--- src/rtl/mac_pkg.sv ---
// Shared types and helpers for the product accumulator: state encoding,
// sign extension and two's-complement saturation limits.
package mac_pkg;

    localparam int PROD_W_DEF = 64;
    localparam int ACC_W_DEF  = 72;
    // Widest accumulator the helpers below can describe.
    localparam int EXT_W      = 128;

    typedef enum logic {
        ACCUM = 1'b0,
        HOLD  = 1'b1
    } state_e;

    // Sign-extend the low w bits of v to EXT_W bits; callers truncate to their width.
    function automatic logic [EXT_W-1:0] sext(input logic [EXT_W-1:0] v, input int w);
        logic signed [EXT_W-1:0] t;
        t = v << (EXT_W - w);
        return t >>> (EXT_W - w);
    endfunction

    function automatic logic [EXT_W-1:0] sat_pos(input int w);
        return (EXT_W'(1) << (w - 1)) - EXT_W'(1);
    endfunction

    function automatic logic [EXT_W-1:0] sat_neg(input int w);
        return EXT_W'(1) << (w - 1);
    endfunction

    localparam logic [ACC_W_DEF-1:0] SAT_POS_DEF = ACC_W_DEF'(sat_pos(ACC_W_DEF));
    localparam logic [ACC_W_DEF-1:0] SAT_NEG_DEF = ACC_W_DEF'(sat_neg(ACC_W_DEF));

endpackage

--- src/rtl/acc_sat_adder.sv ---
// Combinational W-bit signed add with overflow detect. Build with
// PRODUCT_ACCUMULATOR_SAT_EN to clamp the sum on overflow instead of wrapping.
module acc_sat_adder
    import mac_pkg::*;
#(
    parameter int W = ACC_W_DEF
) (
    input  logic [W-1:0] a,
    input  logic [W-1:0] b,
    output logic [W-1:0] sum,
    output logic         ovf
);

    logic [W-1:0] raw;

    assign raw = a + b;
    // Overflow only when both operands share a sign the result does not.
    assign ovf = (a[W-1] == b[W-1]) && (raw[W-1] != a[W-1]);

`ifdef PRODUCT_ACCUMULATOR_SAT_EN
    assign sum = !ovf   ? raw :
                 a[W-1] ? W'(sat_neg(W)) : W'(sat_pos(W));
`else
    assign sum = raw;
`endif

endmodule

--- src/rtl/product_accumulator.sv ---
// Sums framed streams of signed products into a wide accumulator and hands each
// frame result downstream. Optional saturation: PRODUCT_ACCUMULATOR_SAT_EN.
module product_accumulator
    import mac_pkg::*;
#(
    parameter int PROD_W    = PROD_W_DEF,
    parameter int ACC_W     = ACC_W_DEF,
    parameter int MAX_TERMS = 256,
    parameter int CNT_W     = 9
) (
    input  logic              clk,
    input  logic              rst,
    input  logic              in_valid,
    output logic              in_ready,
    input  logic [PROD_W-1:0] product,
    input  logic              in_last,
    output logic              out_valid,
    input  logic              out_ready,
    output logic [ACC_W-1:0]  acc_out,
    output logic [CNT_W-1:0]  term_count,
    output logic              overflow
);

    if (ACC_W < PROD_W || ACC_W > EXT_W) begin : g_bad_acc_w
        $error("product_accumulator: ACC_W must lie in PROD_W..%0d", EXT_W);
    end
    if (MAX_TERMS < 1 || MAX_TERMS > (2 ** CNT_W) - 1) begin : g_bad_max_terms
        $error("product_accumulator: MAX_TERMS must lie in 1..2^CNT_W-1");
    end

    state_e             state_q, state_d;
    logic [ACC_W-1:0]   acc_q;
    logic [CNT_W-1:0]   cnt_q;
    logic               ovf_q;

    logic [ACC_W-1:0]   ext;
    logic [ACC_W-1:0]   sum;
    logic               add_ovf;
    logic [CNT_W-1:0]   cnt_inc;
    logic               accept;
    logic               close;
    logic               release_res;

    assign in_ready    = (state_q == ACCUM);
    assign out_valid   = (state_q == HOLD);

    assign ext         = ACC_W'(sext(EXT_W'(product), PROD_W));
    assign cnt_inc     = cnt_q + CNT_W'(1);
    assign accept      = in_valid & in_ready;
    // in_last on the beat that also reaches MAX_TERMS still closes only once.
    assign close       = accept & (in_last | (cnt_inc == CNT_W'(MAX_TERMS)));
    assign release_res = out_valid & out_ready;

    acc_sat_adder #(
        .W (ACC_W)
    ) u_add (
        .a   (acc_q),
        .b   (ext),
        .sum (sum),
        .ovf (add_ovf)
    );

    always_ff @(posedge clk) begin
        if (rst) state_q <= ACCUM;
        else     state_q <= state_d;
    end

    always_comb begin
        state_d = state_q;
        case (state_q)
            ACCUM:   if (close)     state_d = HOLD;
            HOLD:    if (out_ready) state_d = ACCUM;
            default:                state_d = ACCUM;
        endcase
    end

    // Running sum and the captured frame result; the capture holds through HOLD.
    always_ff @(posedge clk) begin
        if (rst) begin
            acc_q      <= '0;
            cnt_q      <= '0;
            ovf_q      <= 1'b0;
            acc_out    <= '0;
            term_count <= '0;
            overflow   <= 1'b0;
        end else begin
            if (accept) begin
                acc_q <= sum;
                cnt_q <= cnt_inc;
                ovf_q <= ovf_q | add_ovf;
            end
            if (close) begin
                acc_out    <= sum;
                term_count <= cnt_inc;
                overflow   <= ovf_q | add_ovf;
            end
            if (release_res) begin
                acc_q <= '0;
                cnt_q <= '0;
                ovf_q <= 1'b0;
            end
        end
    end

endmodule
--- config.mk ---
export PLATFORM = sky130hd
export DESIGN_NAME = product_accumulator
export DESIGN_NICKNAME = d
export VERILOG_FILES = /design/src/rtl/mac_pkg.sv /design/src/rtl/acc_sat_adder.sv /design/src/rtl/product_accumulator.sv
export SDC_FILE = /design/constraint.sdc
export NUM_CORES = 1
export LEC_CHECK = 0
export CAP_MARGIN = 5
export CORE_ASPECT_RATIO = 1.2
export CORE_UTILIZATION = 37
export CTS_CLUSTER_DIAMETER = 50
export DETAILED_ROUTE_END_ITERATION = 16
export PLACE_DENSITY = 0.63
export SYNTH_ARGS = -nofsm -noshare
export SYNTH_HDL_FRONTEND = slang
export SYNTH_SLANG_ARGS = --single-unit
--- constraint.sdc ---
create_clock -name clk -period 4.5 [get_ports clk]
set_input_delay 0.675 -clock clk [delete_from_list [all_inputs] [get_ports clk]]
set_output_delay 0.675 -clock clk [all_outputs]
set_load 0.005 [all_outputs]
* After elaboration in Yosys (flattened, before gate mapping)
Cells that the tools add are included.
** Storage, ports and cells
- Input port bits :: 69
- Output and inout port bits :: 84
- Word-level logic and storage cells :: 23
- Flip-flop bits (word level) :: 165
** Cells by class
- Add/sub/neg operators :: 2
- Reduce and logical (&&, ||, !) cells :: 2
- Bitwise gates (word level) :: 6
- Mux-type cells :: 3
- Equal/unequal tests :: 3
** Operators with widths (count)
- 72-bit adder :: 1
- 9-bit by 1-bit adder with 9-bit output, second input constant :: 1
- 9-bit equality test, second input constant :: 1
- 1-bit AND :: 3
- 1-bit 2-to-1 mux :: 2
- 1-bit OR :: 2
- 1-bit one-hot mux with 2 select lines :: 1
- 2-bit OR reduction :: 1
- 1-bit equality test :: 1
- 1-bit logical AND :: 1
- 1-bit inequality test :: 1
- 1-bit inverter :: 1

* Logic depth before layout (Yosys ltp)
- Word-level depth :: 6
- Depth in mapped cells :: 13
- Mapped depth without buffers :: 13

* Cells and area by module
From an unflattened synthesis, not the netlist that was laid out.
** Second synthesis, totals
- Cell total of the unflattened synthesis :: 1402
- Area total of the unflattened synthesis :: 10785.3 um2
** By module, submodules not included
- product_accumulator :: area each 6391.1 um2, cells an instance 756, instances 1, sequential area each 3303.2 um2
- acc_sat_adder :: area each 4394.2 um2, cells an instance 646, instances 1, sequential area each 0.0 um2

* Worst setup path after synthesis
OpenSTA, ideal clock, no wires.
- Kind :: in2reg
- Start :: in product[0]
- End :: reg acc_q[68]
- Cell stages on the path :: 13
- Setup slack :: 1.030 ns
- Data required time :: 4.421 ns
- Path buffers :: 0
- Library setup time :: 0.079 ns
- Data arrival time :: 3.391 ns
- Cells stage by stage :: ha_1 > fa_1 > a21o_2 > a31oi_1 > o21ai_0 > a21boi_1 > o211a_1 > or3_1 > and2_4 > o21a_4 > nor4_4 > mux2_1 > o211ai_1
** On the way
- Cells in the longest elaborated chain, start to end :: 1
** RTL lines
- start, declared :: RTL line product_accumulator.sv:15 : input logic [PROD_W-1:0] product,
- 72-bit adder :: RTL line acc_sat_adder.sv:16 : assign raw = a + b;
- end signal, assigned :: RTL line product_accumulator.sv:88 : acc_q <= sum;
- end, declared :: RTL line product_accumulator.sv:32 : logic [ACC_W-1:0] acc_q;
No other way between the ends.
A chain may end at the register's enable or synchronous reset.

* Final worst setup path
- Start :: in product[0]
- End :: reg acc_q[66]
Same word-level chain as after synthesis.

==> summary.md <==
| Metric | Value |
|---|---|
| Status | finished clean |
| Initial DRT Pass Iterations | 5 |
| CP Class | primary input to flop |
| Total power density per cell area | around 380 nW/um^2 |
| H-tree depth | 4 |
| Fmax | 0.2592 GHz |
| Final setup skew | ~18 ps |
| Post-synth EDFFs | 0 |
| # IOs | 153 |
| Ys flop type | dfxtp_1 |
| Mapped Area | 10410 um^2 |
| First-pass GRT wire length | 49020 um |
| Final setup TNS | 0 ps |
| Met2 Routed Length | around 15000 um |
| Core box area | 27420 um^2 |
| RSZ-0062 raised after global routing | no |
| Initial Util | about 38% |
| Pins over their slew limit | 0 |
| Layout cells sized above 1 | 5.026% |
| Initial DRC count | 663 |
| Root Driver | clkbuf_16 |
| Antenna violations before repair | 0 |
| Met3 WL | 1451 um |
| Pre-CTS setup slack | 168.1 ps |
| Wl on met1 | 13970 um |
| Post-synthesis sequential area ratio | 31.73% |
| Crit start category | primary input |
| CP endpoint kind | flop |
| Critical Path Stages | 14 |
| Most frequent cells in the layout | 323 x nand2_1, 216 x a21oi_1, 165 x dfxtp_1 |
| Total grt overflow | 0 |
| Yosys top cell area share | a little under a third |
| Max Buffers Root-to-Sink | 2 |
| Power consumption | just under 5000 uW |
| TritonCTS clock tree | built |
| Tightest Pin Transition | approximately 980 ps |
| Hpwl dp | 22350 um |
| Drt total wl | between 30000 and 40000 um |
| Flop and latch count out of synthesis | 165 |
| Syn_area_per_cell | ~7.4 um^2 |
| Tcrit/Tclk final | 85.75% |
| R2r worst-path depth | 13 |
| Routed via count | 10200 |
| Die Area | around 29000 um^2 |
| Cts hold-fix bufs | 0 |
| Dpl cell area | 12230 um^2 |
| Post-CTS Setup Bufs | 0 |
| WP data required | 4880 ps |
| Post-synth top area cell | dfxtp_1 |
| Cell count after synthesis | 1403 |
| Vias per cell | 5.409 |
| Antenna fix cells | 0 |
| Clk sink count | 165 |
| Relative slew slack | 34.85% |
| Final #Nets | 1643 |
| CTS resizes | 0 |
| Worst-path fanout max | 4 |
| Final setup margin | 641.5 ps |
| Final hold vios | 0 |
| Final setup violation count | 0 |
| Yosys cell types | 76 |
| Synth area leaders | dfxtp_1 32%, nand2_1 12%, a21oi_1 10% |
| Tmin final | 3859 ps |
| Hold WC Path Type | flop to flop |
| Fin area | 12840 um^2 |
| Top Family by Delay on Critical Path | compound AO/OA/AOI/OAI gates |
| Crit-path cells | clkdlybuf4s50_1, ha_1, fa_1, a21o_2, a31oi_1, or4b_4, a31oi_4, o211ai_2, a21oi_2, nor2_2, o311ai_4, a311oi_1, or4_1, nand3_1 |
| Max-cap violations | 0 |
| RePlAce Congestion | 0.9206 |
| Worst Hold Path Cells | 2 |
| Clock Pin Slew Worst Setup and Hold Paths | 70 ps |
| WL per Instance | around 16 um |
| # DRC | 0 |
| Row count | 66 |
| Critical Path AT | 4240 ps |
| Synthesis warning total | 0 |
| WHS | roughly 450 ps |
| Synth-to-layout area growth | 23.37% |
| Total CTS buffers | 17 |
| Commonest non-fill, non-tap cell in the layout | nand2_1 |
| Slowest CP cell | or4b_4 |
| Ys async rst share | 0% |
| Vias in the first global route | 9756 |
| Post-route ant nets | 0 |
| Leak Pwr | around 0.0052 uW |
| GRT Resource Usage Total | 21.48% |
| Largest net degree at the start of global routing | 83 |
| IO buf count | around 150 |
| Net Count, Synth | 1546 |
| Worst skew pair latency | 450 ps |
| Die Ht | 185.7 um |
| Top routing layer used | met4 |
| CP Buf/Inv Count | 1 |
| Die Span X | around 160 um |
| Peak VDD IR | ~0.24 mV |
| Crit-path max cell delay | approximately 600 ps |
==> metal layers <==
metal / global-route usage, % / vias up
li1: - / 5148
met1: 26.86 / 4727
met2: 37.73 / 282
met3: 3.166 / 44
met4: 6.851 / 0
met5: 0 / -
==> tightest hold or removal path: cells and delay by family, from the launching register on <==
family	cells	cell delay (ps)
DFF	1	310
AOI/OAI and AO/OA	1	50
and+or+nand+nor	1	50
==> layout make-up <==
type	count	area, um^2
fillers	2804	14580
multi-input cells	1124	6706
flip-flops and latches	165	3303
repair buffers	171	1672
well taps	374	467.9
clock buffers	17	425.4
clock inverters	14	187.7
inverters	21	78.83
==> synthesized netlist by cell type (11+ instances only) <==
| cell type | count |
|---|---|
| o21bai_1 | 14 |
| o21a_1 | 11 |
| nor3_1 | 21 |
| nand4_1 | 34 |
| a211oi_1 | 14 |
| nor2_1 | 75 |
| ha_1 | 73 |
| a21o_1 | 43 |
| xor2_1 | 28 |
| xnor2_1 | 48 |
| dfxtp_1 | 165 |
| a31oi_1 | 12 |
| inv_1 | 21 |
| nand2_1 | 325 |
| o21ai_0 | 44 |
| nand3_1 | 34 |
| a21oi_1 | 216 |
| clkbuf_1 | 82 |
==> where the power goes <==
part	internal [uW]	leakage, uW	switching, uW	total [uW]
combinational	658	0.00353	901	1560
sequential	1610	0.00135	83.6	1690
clock	888	0.000296	682	1570
==> per-stage QoR <==
stage,std cells,utilization [%]
after floorplan,1403,-
after global placement,1855,44.60
after detailed placement,1855,44.60
after CTS,1886,46.84
after global routing,1886,46.84
final,1886,46.84
==> path summary, 6_finish.rpt <==
check        slack (ps)                startpoint                  endpoint
min                 450  acc_out[17]$_SDFFE_PP0P_  acc_out[17]$_SDFFE_PP0P_
max                 640                product[0]    acc_q[66]$_SDFFE_PP0P_
max reg2reg        1020     acc_q[0]$_SDFFE_PP0P_    acc_q[66]$_SDFFE_PP0P_
min reg2reg         450  acc_out[17]$_SDFFE_PP0P_  acc_out[17]$_SDFFE_PP0P_
==> flip-flops by register name (all words and copies together) (netlist names) <==
name        flops
acc_out        72
acc_q          72
cnt_q           9
term_count      9
out_valid       1
overflow        1
ovf_q           1
==> kinds of logic after synthesis <==
logic type,synth area share [%]
AO/OA/AOI/OAI,24.79
flip-flops,31.73
multiplexers,0.4087
adder cells (fa/ha/maj),8.967
buffers and inverters,4.135
XOR/XNOR,6.551
AND/OR/NAND/NOR,23.42
No activity file was read; power rests on OpenSTA's default activity.
